## src/rtl/weight_bram_pkg.sv

```systemverilog
// Shared parameters and sweep state encoding for the weight BRAM reader.
package weight_bram_pkg;

    localparam int DEF_DEPTH    = 28;
    localparam int DEF_ADDR_W   = 5;
    localparam int DEF_DATA_W   = 16;
    localparam int FIFO_ENTRIES = 2;

    typedef enum logic [1:0] {
        IDLE  = 2'd0,
        FETCH = 2'd1,
        DRAIN = 2'd2
    } sweep_state_t;

endpackage

```

## src/rtl/weight_skid_fifo.sv

```systemverilog
// Two-entry FIFO holding {index, data} pairs between the BRAM read port and the MAC.
module weight_skid_fifo
    import weight_bram_pkg::*;
#(
    parameter int WIDTH = 21
) (
    input  logic             clk,
    input  logic             rst_n,
    input  logic             push,
    input  logic [WIDTH-1:0] push_data,
    input  logic             pop,
    output logic [WIDTH-1:0] head_data,
    output logic             full,
    output logic             empty,
    output logic [1:0]       count
);

    logic [WIDTH-1:0] slots [FIFO_ENTRIES];
    logic             wr_ptr;
    logic             rd_ptr;
    logic             do_push;
    logic             do_pop;

    assign full      = (count == 2'(FIFO_ENTRIES));
    assign empty     = (count == 2'd0);
    assign do_push   = push && (!full || pop);
    assign do_pop    = pop && !empty;
    assign head_data = empty ? '0 : slots[rd_ptr];

    // Pointer and occupancy bookkeeping; simultaneous push and pop leave the count unchanged.
    always_ff @(posedge clk or negedge rst_n) begin
        if (!rst_n) begin
            wr_ptr <= 1'b0;
            rd_ptr <= 1'b0;
            count  <= 2'd0;
        end else begin
            if (do_push) begin
                wr_ptr <= ~wr_ptr;
            end
            if (do_pop) begin
                rd_ptr <= ~rd_ptr;
            end
            case ({do_push, do_pop})
                2'b10:   count <= count + 2'd1;
                2'b01:   count <= count - 2'd1;
                default: count <= count;
            endcase
        end
    end

    // Entry storage; no reset needed because the head is masked to zero while empty.
    always_ff @(posedge clk) begin
        if (do_push) begin
            slots[wr_ptr] <= push_data;
        end
    end

endmodule

```

## src/rtl/weight_stream_reader.sv

```systemverilog
// Sweeps a neuron's weight BRAM once per START and streams every word to the MAC.
module weight_stream_reader
    import weight_bram_pkg::*;
#(
    parameter int DEPTH  = DEF_DEPTH,
    parameter int ADDR_W = DEF_ADDR_W,
    parameter int DATA_W = DEF_DATA_W
) (
    input  logic              CLK,
    input  logic              RST_N,
    input  logic              START,
    output logic              BRAM_EN,
    output logic              BRAM_WE,
    output logic [ADDR_W-1:0] BRAM_ADDR,
    output logic [DATA_W-1:0] BRAM_DI,
    input  logic [DATA_W-1:0] BRAM_DO,
    output logic [DATA_W-1:0] W_DATA,
    output logic [ADDR_W-1:0] W_INDEX,
    output logic              W_VALID,
    output logic              W_LAST,
    input  logic              W_READY,
    output logic              BUSY,
    output logic              DONE
);

    localparam int                ENTRY_W  = ADDR_W + DATA_W;
    localparam logic [ADDR_W-1:0] LAST_IDX = ADDR_W'(DEPTH - 1);

    sweep_state_t       state_q;
    sweep_state_t       state_d;
    logic               en_d;
    logic [ADDR_W-1:0]  addr_d;
    logic               busy_d;
    logic               done_d;

    logic               pop;
    logic               push;
    logic               can_issue;
    logic [2:0]         occ_next;
    logic               fifo_full;
    logic               fifo_empty;
    logic [1:0]         fifo_count;
    logic [ENTRY_W-1:0] head_entry;

    // The BRAM is read-only from this side.
    assign BRAM_WE = 1'b0;
    assign BRAM_DI = '0;

    // A read issued last edge lands in the buffer this edge, so BRAM_EN doubles as "read in flight".
    assign pop       = W_VALID & W_READY;
    assign push      = BRAM_EN;
    assign occ_next  = {1'b0, fifo_count} + {2'b00, push} - {2'b00, pop};
    assign can_issue = (occ_next < 3'd2) && !(fifo_full && !pop);

    assign W_VALID = !fifo_empty;
    assign W_INDEX = head_entry[ENTRY_W-1:DATA_W];
    assign W_DATA  = head_entry[DATA_W-1:0];
    assign W_LAST  = W_VALID && (W_INDEX == LAST_IDX);

    weight_skid_fifo #(
        .WIDTH (ENTRY_W)
    ) u_fifo (
        .clk       (CLK),
        .rst_n     (RST_N),
        .push      (push),
        .push_data ({BRAM_ADDR, BRAM_DO}),
        .pop       (pop),
        .head_data (head_entry),
        .full      (fifo_full),
        .empty     (fifo_empty),
        .count     (fifo_count)
    );

    // Sweep state and registered BRAM request / status outputs.
    always_ff @(posedge CLK or negedge RST_N) begin
        if (!RST_N) begin
            state_q   <= IDLE;
            BRAM_EN   <= 1'b0;
            BRAM_ADDR <= '0;
            BUSY      <= 1'b0;
            DONE      <= 1'b0;
        end else begin
            state_q   <= state_d;
            BRAM_EN   <= en_d;
            BRAM_ADDR <= addr_d;
            BUSY      <= busy_d;
            DONE      <= done_d;
        end
    end

    // Next-state logic: issue reads while credit allows, then wait for the last beat to leave.
    always_comb begin
        state_d = state_q;
        en_d    = 1'b0;
        addr_d  = BRAM_ADDR;
        busy_d  = BUSY;
        done_d  = 1'b0;
        case (state_q)
            IDLE: begin
                if (START) begin
                    en_d    = 1'b1;
                    addr_d  = '0;
                    busy_d  = 1'b1;
                    state_d = (LAST_IDX == '0) ? DRAIN : FETCH;
                end
            end
            FETCH: begin
                if (can_issue) begin
                    en_d   = 1'b1;
                    addr_d = BRAM_ADDR + ADDR_W'(1);
                    if (addr_d == LAST_IDX) begin
                        state_d = DRAIN;
                    end
                end
            end
            DRAIN: begin
                if (pop && W_LAST) begin
                    state_d = IDLE;
                    busy_d  = 1'b0;
                    done_d  = 1'b1;
                end
            end
            default: begin
                state_d = IDLE;
            end
        endcase
    end

endmodule

```

## config.mk

```make
export PLATFORM = sky130hd
export DESIGN_NAME = weight_stream_reader
export DESIGN_NICKNAME = d
export VERILOG_FILES = /design/src/rtl/weight_bram_pkg.sv /design/src/rtl/weight_skid_fifo.sv /design/src/rtl/weight_stream_reader.sv
export SDC_FILE = /design/constraint.sdc
export NUM_CORES = 1
export LEC_CHECK = 0
export BUFFER_PORTS_ARGS = -buffer_cell sky130_fd_sc_hd__buf_2
export CAP_MARGIN = 20
export CORE_MARGIN = 2
export CORE_UTILIZATION = 55
export CTS_BUF_LIST = sky130_fd_sc_hd__clkbuf_2
export DETAILED_ROUTE_END_ITERATION = 12
export PLACE_DENSITY = 0.83
export SYNTH_ARGS = -nofsm -noshare
export SYNTH_HDL_FRONTEND = slang
export SYNTH_HIERARCHICAL = 1
export SYNTH_SLANG_ARGS = --single-unit
```

## constraint.sdc

```tcl
create_clock -name CLK -period 6.85 [get_ports CLK]
set_input_delay 1.0275 -clock CLK [delete_from_list [all_inputs] [get_ports CLK]]
set_output_delay 1.0275 -clock CLK [all_outputs]
set_load 0.005 [all_outputs]
```

Word level (Yosys, flattened, before mapping):

Memories as Yosys holds them, arrays and structs flattened.
Index checks and enable logic that the tools add are counted.

* register bits: 14
* RAM bits: 42
* bits of input ports: 20
* output and inout bits: 48
* memories: 1

Memories
* u_fifo.slots: words 2, width 21, rd ports 1, clocked after Yosys merged registers in 0, wr ports 1, RTL line weight_skid_fifo.sv:18 `logic [WIDTH-1:0] slots [FIFO_ENTRIES];`

* add/subtract/negate cells: 5
* $lt $le $gt $ge: 1
* equal/unequal tests: 11
* muxes and demuxes: 20
* bitwise logic cells: 3
* reductions and logical operators: 19

Operators with widths (number)
* 21-bit 2-to-1 mux: 1
* 5-bit == test, second input constant: 2
* 5-bit 2-to-1 mux: 2
* 5-bit one-hot mux with 2 select lines: 1
* 1-bit 2-to-1 mux: 8
* 2-bit 2-to-1 mux: 4
* 2-bit != test, second input constant: 4
* 2-bit == test, second input constant: 3
* 1-bit logical AND: 6
* 2-bit one-hot mux with 3 select lines: 1
* 3-bit AND reduction: 2
* 2-bit nonzero test: 3
* 5-bit by 1-bit adder with 5-bit output, second input constant: 1
* 2-bit by 1-bit == test with 1-bit output, second input constant: 2
* 1-bit logical NOT: 4
* 2-bit logical NOT: 2
* 1-bit one-hot mux with 2 select lines: 2
* 2-bit one-hot mux with 2 select lines: 1
* 4-bit AND reduction: 1
* 2-bit by 1-bit adder with 3-bit output: 1
* 3-bit by 2-bit less-than comparator with 1-bit output, second input constant: 1
* 3-bit by 1-bit subtractor with 3-bit output: 1
* 2-bit by 1-bit adder with 2-bit output, second input constant: 1
* 1-bit NOT: 2
* other kinds (3): 3

Longest topological paths before layout:

Gate-level depths: netlist of run 1.

* depth after elaboration: 9
* mapped depth: 11
* mapped depth without buffers: 10

Hierarchy:

The synthesis of run 1 kept the hierarchy.

Modules (own cells, without submodules)
* weight_skid_fifo: times used 1, cells each 108, area each 1825.5 µm², seq. area each 1361.3 µm²
* weight_stream_reader: times used 1, cells each 85, area each 759.5 µm², seq. area each 250.2 µm²

Worst setup path after synthesis of run 1:

OpenSTA, ideal clock, no wires.

* path type: input to register
* start: in W_READY
* end: reg BRAM_ADDR[2]
* setup time: 0.125 ns
* arrival: 2.736 ns
* slack: 3.988 ns
* cell stages on the path: 9
* buffers on the path: 0
* cell sequence: nand2b_4 inv_1 ha_1 nor2b_1 fa_1 xnor2_1 a2111oi_4 or2b_2 o21ai_1

* cells in the longest elaborated chain, start to end: 7
* elaborated cells on any way between the ends: 9
* classes of those cells: add/sub (1); order compare (1); eq/ne (1); bitwise (1); reduce/logical (5)

RTL lines
* start, declared: RTL line weight_stream_reader.sv:21 `input logic W_READY,`
* 1-bit bitwise AND *: RTL line weight_stream_reader.sv:50 `assign pop = W_VALID & W_READY;`
* net pop: RTL line weight_stream_reader.sv:36 `logic pop;`
* parallel branches: the longest is 3 deep, another holds 3-bit by 1-bit subtractor with 3-bit output
* 1-bit logical AND *: RTL line weight_stream_reader.sv:53 `assign can_issue = (occ_next < 3'd2) && !(fifo_full && !pop);`
* 2-bit != test (no line) *
* 3-bit AND reduction (no line) *
* end signal, assigned: RTL line weight_stream_reader.sv:85 `BRAM_ADDR <= addr_d;`
* end, declared: RTL line weight_stream_reader.sv:14 `output logic [ADDR_W-1:0] BRAM_ADDR,`

Mark *: on every way through the listed nets, which the timed path passes.
A chain may end at the register's enable or synchronous reset.

Final worst setup path of run 1:

* start: reg u_fifo.count[1]
* end: out W_LAST

* cells in the longest elaborated chain, start to end: 4
* elaborated cells on any way between the ends: 5
* classes of those cells: eq/ne (1); mux (1); reduce/logical (3)

RTL lines
* start, declared: RTL line weight_skid_fifo.sv:15 `output logic [1:0] count`
* start signal, assigned: RTL line weight_skid_fifo.sv:44 `2'b10: count <= count + 2'd1;`
* start signal, assigned: RTL line weight_skid_fifo.sv:45 `2'b01: count <= count - 2'd1;`
* start signal, assigned: RTL line weight_skid_fifo.sv:46 `default: count <= count;`
* 2-bit logical NOT *: RTL line weight_skid_fifo.sv:25 `assign empty = (count == 2'd0);`
* net fifo_empty: RTL line weight_stream_reader.sv:41 `logic fifo_empty;`
* 21-bit 2-to-1 mux: RTL line weight_skid_fifo.sv:28 `assign head_data = empty ? '0 : slots[rd_ptr];`
* 5-bit == test: RTL line weight_stream_reader.sv:58 `assign W_LAST = W_VALID && (W_INDEX == LAST_IDX);`
* 1-bit logical AND *: RTL line weight_stream_reader.sv:58
* end, declared: RTL line weight_stream_reader.sv:20 `output logic W_LAST,`

Mark *: on every way through the listed nets, which the timed path passes. The rest lies on a longest branch.

==> run metrics, run 1 <==
# hold bufs at CTS=0; sum of negative setup slack=0 ps; row count=24; largest net degree at the start of global routing=25; # Post-CTS Setup Buffers=0; Main synth FF type=edfxtp_1; Reg2Reg Capture Point=BRAM_ADDR[3]; Final Instance Area=0.00287 sq mm; Post-Syn Area=0.00258 sq mm; core area=0.00444 sq mm; final wirelength=4.19 mm; Synthesis Warnings=6; Post-synth ARST share=25.0%; MaxCap Viol Count=0; HPWL after DPL=2.91 mm; syn_area_per_cell=13.4 sq um; worst slew pin tran=1100 ps; max-slew violations=0; static leakage=1.29 nW; Crit-path slowest cell=nor2_2; synth unique cells=34; total number of clock tree sinks=56; Remaining DRCs=0; remaining antenna violation count=0; EDFF count, synth=42; Area growth syn-to-layout=11.1%; initial antenna violation count=0; Vias/cell=5.12; clk root buf=clkbuf_2; crit-path cells=nor2_2 > nor2_1 > and4b_1 > and3_1 > buf_2; cells after synthesis=193; number of buffers created by CTS=5; vias in the first global route=1361; Synth area leaders=edfxtp_1, dfrtp_1, mux2i_1, buf_4, nor2_1; Global Route Usage Sum=16.6%; layout cell share with drive strength beyond 1=28.3%; CTS tree=built; n_diodes=0; Die Span X=72.6 um; CP required=5820 ps; Setup crit end kind=primary output; final std cells w/o fill=299; Die Area=0.00526 sq mm; Util after Layout=64.6%; DIE HEIGHT=72.6 um; Reg clk slew, reported paths=270 ps; Worst VDD drop=0.190 mV; port buffer count=50; Slew headroom=26.8%; final period utilization=51.8%; gp weighted congestion=0.785; Cells after DPL=289; grt total ovfl=0; # IOs=68; r2r setup slk=3360 ps; crit path kind=register to primary output; final hold viol count=0; PnR Total Power=0.00115 W; Synth top area share=48.8%; RR Startpoint=u_fifo/count[1]; Fmax=282 MHz; Initial Util=58.2%; RSZ-0062 raised after global routing=no; layout net count=271; cell taking the most area after synthesis=edfxtp_1; Synth Register Bits=56; CP Max Fanout=24; most frequent cell after synthesis=edfxtp_1; dpl cell area=0.00279 sq mm; register area share after synthesis=62.3%; Starting DRT DRC Count=103; Final Setup Violations=0; First-pass DRT Iterations=4; drt wl/cell=14.0 um; first-pass GRT wire length=6.54 mm; Skew-Pair Late Insertion Delay=440 ps; CP Data Arrival Time=2520 ps; via count=1532; clk buf depth=2; status=complete, no violations; H-tree depth=2; commonest cells in the netlist=edfxtp_1, nor2_1, mux2i_1; Cell Pwr Density=402 mW/mm^2; Reg2Reg Depth=10; Worst Skew=27.8 ps; Period minus WS final=3550 ps; Slowest Stage Delay on Critical Path=780 ps; class of the worst hold path=input port to asynchronous set/reset pin; Setup crit start kind=register; # resized after CTS=0
==> metal layers <==
layer / global-route usage [%] / vias to the layer above / part of all wire (%)
met1: 23.2 / 735 / 47
li1: - / 747 / -
met4: 7.00 / 0 / 1.3
met2: 25.4 / 44 / 47
met3: 3.47 / 6 / 4.5
met5: 0 / - / 0
==> worst max path at each step <==
| stage | cells after the start | to | from | slack (ps) |
|---|---|---|---|---|
| 2_1_floorplan | 9 | BRAM_ADDR[2] | W_READY | 3990 |
| 3_3_place_gp | 10 | BRAM_ADDR[2] | u_fifo/count[1] | 3420 |
| 3_5_place_dp | 10 | BRAM_ADDR[2] | u_fifo/count[1] | 3330 |
| 4_1_cts | 5 | W_LAST | u_fifo/rd_ptr | 3170 |
| 5_1_grt | 5 | W_LAST | u_fifo/count[1] | 3080 |
| 6_report | 5 | W_LAST | u_fifo/count[1] | 3300 |
==> placed cells by master (no fill, tap or decap), types with 4 or more instances in the layout <==
cell | Yosys | routed
inv_1 | 11 | 11
conb_1 | 1 | 17
buf_2 | 1 | 50
xnor2_1 | 5 | 5
edfxtp_1 | 42 | 42
nor2_1 | 29 | 27
o21ai_0 | 5 | 5
ha_1 | 4 | 4
nand2_1 | 7 | 7
clkbuf_2 | 0 | 6
mux2i_1 | 22 | 22
dfrtp_1 | 14 | 14
==> logic make-up (layout without fill, tap and decap cells) <==
| family | Yosys count | after routing | synth area share, % |
|---|---|---|---|
| compound gates | 14 | 14 | 4.40 |
| xor+xnor | 7 | 7 | 2.37 |
| fa+ha+maj | 5 | 5 | 2.71 |
| buf+inv | 33 | 71 | 8.47 |
| flops | 56 | 56 | 62.3 |
| mux | 22 | 22 | 8.52 |
| other cells | 1 | 17 | 0.145 |
| simple gates | 55 | 55 | 11.0 |
==> critical path: cells and delay by family, from the launching register on <==
family	cells	cell delay (ps)
buffers and inverters	1	130
AND/OR/NAND/NOR	4	1440
flip-flops	1	520
==> power by group <==
group	internal [W]	leakage [nW]	switching, W
clock network	0.0000273	0.0292	0.0000999
logic	0.000234	0.702	0.000262
registers	0.000459	0.554	0.0000714
==> area by class of cell <==
| cell class | instances | area [sq um] |
|---|---|---|
| flip-flops and latches | 56 | 1610 |
| inverters | 11 | 41.3 |
| fillers | 330 | 1570 |
| clock buffers | 6 | 30.0 |
| repair buffers | 52 | 289 |
| well taps | 52 | 65.1 |
| multi-input cells | 120 | 820 |
| clock inverters | 2 | 16.3 |
==> metrics by stage <==
step           worst slack, ps  hold slack (ps)
2_1_floorplan             3990              432
3_3_place_gp              3420              455
3_5_place_dp              3330              476
4_1_cts                   3170              399
5_1_grt                   3080              392
6_report                  3300              410
==> state kept, by name, summed over array words and instances, names as in the netlist <==
name,cells
u_fifo/rd_ptr,1
state_q,2
DONE,1
BUSY,1
u_fifo/wr_ptr,1
BRAM_ADDR,5
u_fifo/slots,42
BRAM_EN,1
u_fifo/count,2
(Power assumes the default switching activity.)
==> inputs of run 2 (changes only) <==
Settings changed: CORE_UTILIZATION 55 to 54, PLACE_DENSITY 0.83 to 0.81.
Clock period 6.85 ns to 3.5 ns, I/O delays scaled along.
==> run metrics, run 2 (synthesized netlist as in run 1, its figures left out) <==
status=complete, no violations; CP Max Fanout=12; RR Startpoint=u_fifo/count[1]; initial antenna violation count=0; MaxCap Viol Count=0; static leakage=1.29 nW; Starting DRT DRC Count=95; Worst Hold Slack=255 ps; RSZ-0062 raised after global routing=no; first-pass GRT wire length=6.53 mm; HPWL after DPL=2.98 mm; Vias/cell=5.03; sum of negative setup slack=0 ps; layout cell share with drive strength beyond 1=28.4%; row count=25; worst path bufs/invs=2; vias in the first global route=1368; DIE HEIGHT=73.2 um; Slew headroom=58.0%; class of the worst hold path=input port to register; Cell Pwr Density=778 mW/mm^2; # resized after CTS=0; Crit-path slowest cell=dfrtp_1; r2r setup slk=810 ps; n_diodes=0; Cells after DPL=295; First-pass DRT Iterations=4; Setup crit end kind=primary output; remaining antenna violation count=0; Skew-Pair Late Insertion Delay=430 ps; final wirelength=4.22 mm; WHS Endpoint=u_fifo/slots[1][5]; max reg flops=42; Reg2Reg Capture Point=BRAM_ADDR[2]; Reg2Reg Depth=10; core area=0.00466 sq mm; Reg clk slew, reported paths=240 ps; Final Instance Area=0.00287 sq mm; final period utilization=78.3%; H-tree depth=2; via count=1528; CP Data Arrival Time=2220 ps; hold path startpoint=BRAM_DO[5]; Worst VDD drop=0.465 mV; Remaining DRCs=0; clk buf depth=2; final std cells w/o fill=304; CP top delay family=flip-flops; crit path kind=register to primary output; clk root buf=clkbuf_2; Final Setup Violations=0; Min-Delay Path Depth=1; largest registers=u_fifo/slots: 42 flops, BRAM_ADDR: 5 flops; Worst Skew=11.8 ps; Area growth syn-to-layout=11.1%; Largest Register=u_fifo/slots; drt wl/cell=13.9 um; largest net degree at the start of global routing=24; number of buffers created by CTS=5; Die Span X=73.2 um; Period minus WS final=2740 ps; grt total ovfl=0; Slowest Stage Delay on Critical Path=800 ps; max-slew violations=0; commonest non-fill, non-tap cell in the layout=buf_2; # IOs=68; worst slew pin tran=631 ps; PnR Total Power=0.00223 W; layout net count=274; crit-path cells=buf_4 > mux2i_1 > nor2_1 > and3_1 > buf_2; dpl cell area=0.00282 sq mm; gp weighted congestion=0.768; final hold viol count=0; Setup crit start kind=register; CTS tree=built; CP required=2970 ps; Die Area=0.00536 sq mm; commonest cells after routing, fill and taps aside=buf_2, edfxtp_1, nor2_1; Fmax=365 MHz; port buffer count=50; Initial Util=55.5%; Global Route Usage Sum=16.5%; total number of clock tree sinks=56
==> run 2: cell type report <==
cell class | instances | area, sq um
clock inverters | 2 | 11.3
flip-flops and latches | 56 | 1610
well taps | 54 | 67.6
clock buffers | 6 | 30.0
fillers | 366 | 1790
repair buffers | 55 | 290
multi-input cells | 120 | 820
inverters | 11 | 41.3
==> run 2: how the worst max path moves through the flow <==
stage                          startpoint      endpoint  cells after the start
after floorplan           u_fifo/count[1]  BRAM_ADDR[2]                     11
final                       u_fifo/rd_ptr        W_LAST                      5
after global placement            W_READY  BRAM_ADDR[2]                     10
after global routing        u_fifo/rd_ptr        W_LAST                      5
after CTS                   u_fifo/rd_ptr        W_LAST                      5
after detailed placement  u_fifo/count[1]  BRAM_ADDR[2]                     10
==> run 2: layer usage <==
metal,track usage (%),part of all wire (%)
met1,21.6,41
met2,26.7,51
met3,3.31,5.8
met4,7.41,1.5
met5,0,0
==> run 2: worst register-to-register path, delay by kind of cell (launching register included) <==
kind,cells,cell delay (ps)
buffers and inverters,1,110
AO/OA/AOI/OAI,2,570
flip-flops,1,520
AND/OR/NAND/NOR,4,570
XOR/XNOR,1,190
adder cells (fa/ha/maj),2,670
==> run 2: where the power goes <==
group | switching [W] | internal, W | total (W) | leakage (nW)
clock network | 0.000185 | 0.0000497 | 0.000235 | 0.0266
registers | 0.000144 | 0.000897 | 0.00104 | 0.554
logic | 0.000512 | 0.000446 | 0.000958 | 0.708
total | 0.000841 | 0.00139 | 0.00223 | 1.29
==> run 2: what timing repair did <==
action	CTS	global route
setup endpoints to repair	0	0
hold endpoints to repair	14	0
hold buffers	1	0
setup buffers	0	0
==> run 2: per-stage QoR <==
step | setup WS (ps) | utilization (%)
5_1_grt | 608 | 61.6
4_1_cts | 695 | 61.6
6_report | 759 | 61.6
2_1_floorplan | 723 | -
3_5_place_dp | 831 | 60.5
3_3_place_gp | 903 | 60.5
==> inputs of run 3 (changes only) <==
Settings changed: ABC_AREA set to 1, CORE_UTILIZATION 54 to 55, PLACE_DENSITY 0.81 to 0.82.
Clock period 3.5 ns to 2.8 ns, I/O delays scaled along.
==> run metrics, run 3 <==
CTS tree=built; number of buffers created by CTS=5; cell repeated most along the worst path=nand2_1; CP Data Arrival Time=2070 ps; Post-synth ARST share=25.0%; CP top delay family=flip-flops; commonest non-fill, non-tap cell in the layout=nand2_1; synth unique cells=25; Crit-path slowest cell=dfrtp_2; max-slew violations=0; Setup crit end kind=primary output; clk root buf=clkbuf_2; Synthesis Warnings=6; Synth top area share=47.8%; max reg flops=42; commonest cells after routing, fill and taps aside=nand2_1, buf_2, edfxtp_1; cell taking the most area after synthesis=edfxtp_1; r2r setup slk=440 ps; drt wl/cell=12.5 um; final wirelength=4.43 mm; grt total ovfl=0; Reg2Reg Capture Point=state_q[0]; Synth area leaders=edfxtp_1, dfrtp_1, nand2_1, a21oi_2, buf_4; Worst VDD drop=0.572 mV; CP required=2380 ps; gp weighted congestion=0.774; final period utilization=88.8%; port buffer count=50; via count=1701; # IOs=68; Worst Skew=28.1 ps; EDFF count, synth=42; Vias/cell=4.79; largest registers=u_fifo/slots: 42 flops, BRAM_ADDR: 5 flops; Global Route Usage Sum=18.5%; Setup crit start kind=register; vias in the first global route=1604; n_diodes=0; status=complete, no violations; Synth Register Bits=56; Cell Pwr Density=965 mW/mm^2; HPWL after DPL=3.31 mm; Skew-Pair Late Insertion Delay=440 ps; # Post-CTS Setup Buffers=0; total number of clock tree sinks=56; sum of negative setup slack=0 ps; final hold viol count=0; Slowest Stage Delay on Critical Path=640 ps; RR Startpoint=u_fifo/count[1]; Util after Layout=62.7%; Post-Syn Area=0.00264 sq mm; Reg clk slew, reported paths=250 ps; register area share after synthesis=61.0%; most frequent cell after synthesis=nand2_1; cells after synthesis=245; row count=25; core area=0.00466 sq mm; Period minus WS final=2490 ps; worst path bufs/invs=2; CP Max Fanout=23; Starting DRT DRC Count=111; static leakage=1.31 nW; clk buf depth=2; initial antenna violation count=0; Fmax=402 MHz; Area growth syn-to-layout=10.8%; Final Setup Violations=0; crit-path cells=inv_2 > nand2_1 > a21oi_1 > nand2_1 > nor4_1 > buf_2; class of the worst hold path=input port to register; H-tree depth=2; crit path launch=u_fifo/rd_ptr; First-pass DRT Iterations=4; DIE HEIGHT=73.3 um; Largest Register=u_fifo/slots; Critical Path Stages=6; Reg2Reg Depth=13; Die Area=0.00537 sq mm; CP endpoint=W_LAST; PnR Total Power=0.00282 W; crit path kind=register to primary output; layout cell share with drive strength beyond 1=30.9%; Main synth FF type=edfxtp_1; MaxCap Viol Count=0; Initial Util=56.6%; Die Span X=73.3 um; syn_area_per_cell=10.8 sq um; first-pass GRT wire length=7.22 mm; commonest cells in the netlist=nand2_1, edfxtp_1, inv_1; layout net count=325; largest net degree at the start of global routing=26; remaining antenna violation count=0; RSZ-0062 raised after global routing=no; Remaining DRCs=0
==> run 3: through the flow <==
step                      hold WS [ps]  worst slack (ps)  instance area (sq um)  std cells
after floorplan                    124               405                   2700        261
after global placement             325               561                   2870        346
after detailed placement           333               463                   2870        346
after CTS                          116              87.6                   2920        355
after global routing               105              91.8                   2920        355
final                              142               315                   2920        355
==> run 3: kinds of logic after synthesis <==
logic type	after synthesis	share of synthesized area (%)
other cells	1	0.142
fa+ha+maj	5	2.65
compound gates	30	8.39
simple gates	103	17.1
buf+inv	49	10.3
flops	56	61.0
xor+xnor	1	0.332
==> run 3: worst register-to-register path, cell delays in order (launching register included) <==
cell and delay [ps]:
dfrtp_1 550, nor2_4 50, nor2_1 200, ha_1 260, nor2_1 130, fa_1 420
inv_1 60, nand2_1 50, nor2_1 110, nand2_1 70, a21oi_1 180, nand3_1 100
nand2_1 60, nand2_1 40
==> run 3: final cells by class <==
cell class / instances / area [sq um]
flip-flops and latches: 56 / 1610
repair buffers: 55 / 290
fillers: 372 / 1740
inverters: 26 / 97.6
clock buffers: 7 / 35.0
well taps: 54 / 67.6
clock inverters: 1 / 5.00
multi-input cells: 156 / 816
==> run 3: layer usage <==
layer	GRT usage [%]	part of all wire, %	up-vias
li1	-	-	885
met3	4.25	5.2	8
met4	8.02	1.8	0
met5	0	0	-
met1	22.6	42	765
met2	31.4	51	43
==> run 3: worst min path at each step <==
stage          cells after the start                  end  slack (ps)   startpoint
6_report                           1  u_fifo/slots[1][10]         140  BRAM_DO[10]
5_1_grt                            1   u_fifo/slots[0][2]         100   BRAM_DO[2]
4_1_cts                            1   u_fifo/slots[0][3]         120   BRAM_DO[3]
3_5_place_dp                       1           state_q[1]         330        RST_N
3_3_place_gp                       1                 BUSY         320        RST_N
2_1_floorplan                      0         BRAM_ADDR[0]         120        RST_N
==> run 3: repair_timing <==
| item | in CTS | in global routing |
|---|---|---|
| hold endpoints to repair | 14 | 0 |
| hold buffers | 1 | 0 |
| gates resized for setup | 0 | 1 |
| endpoints found under the setup margin | 0 | 1 |
==> run 3: power by group <==
part	switching, W	leakage (nW)	internal [W]	total, W
logic	0.000759	0.713	0.000476	0.00124
clock network	0.000223	0.0330	0.0000680	0.000291
registers	0.000162	0.564	0.00113	0.00130
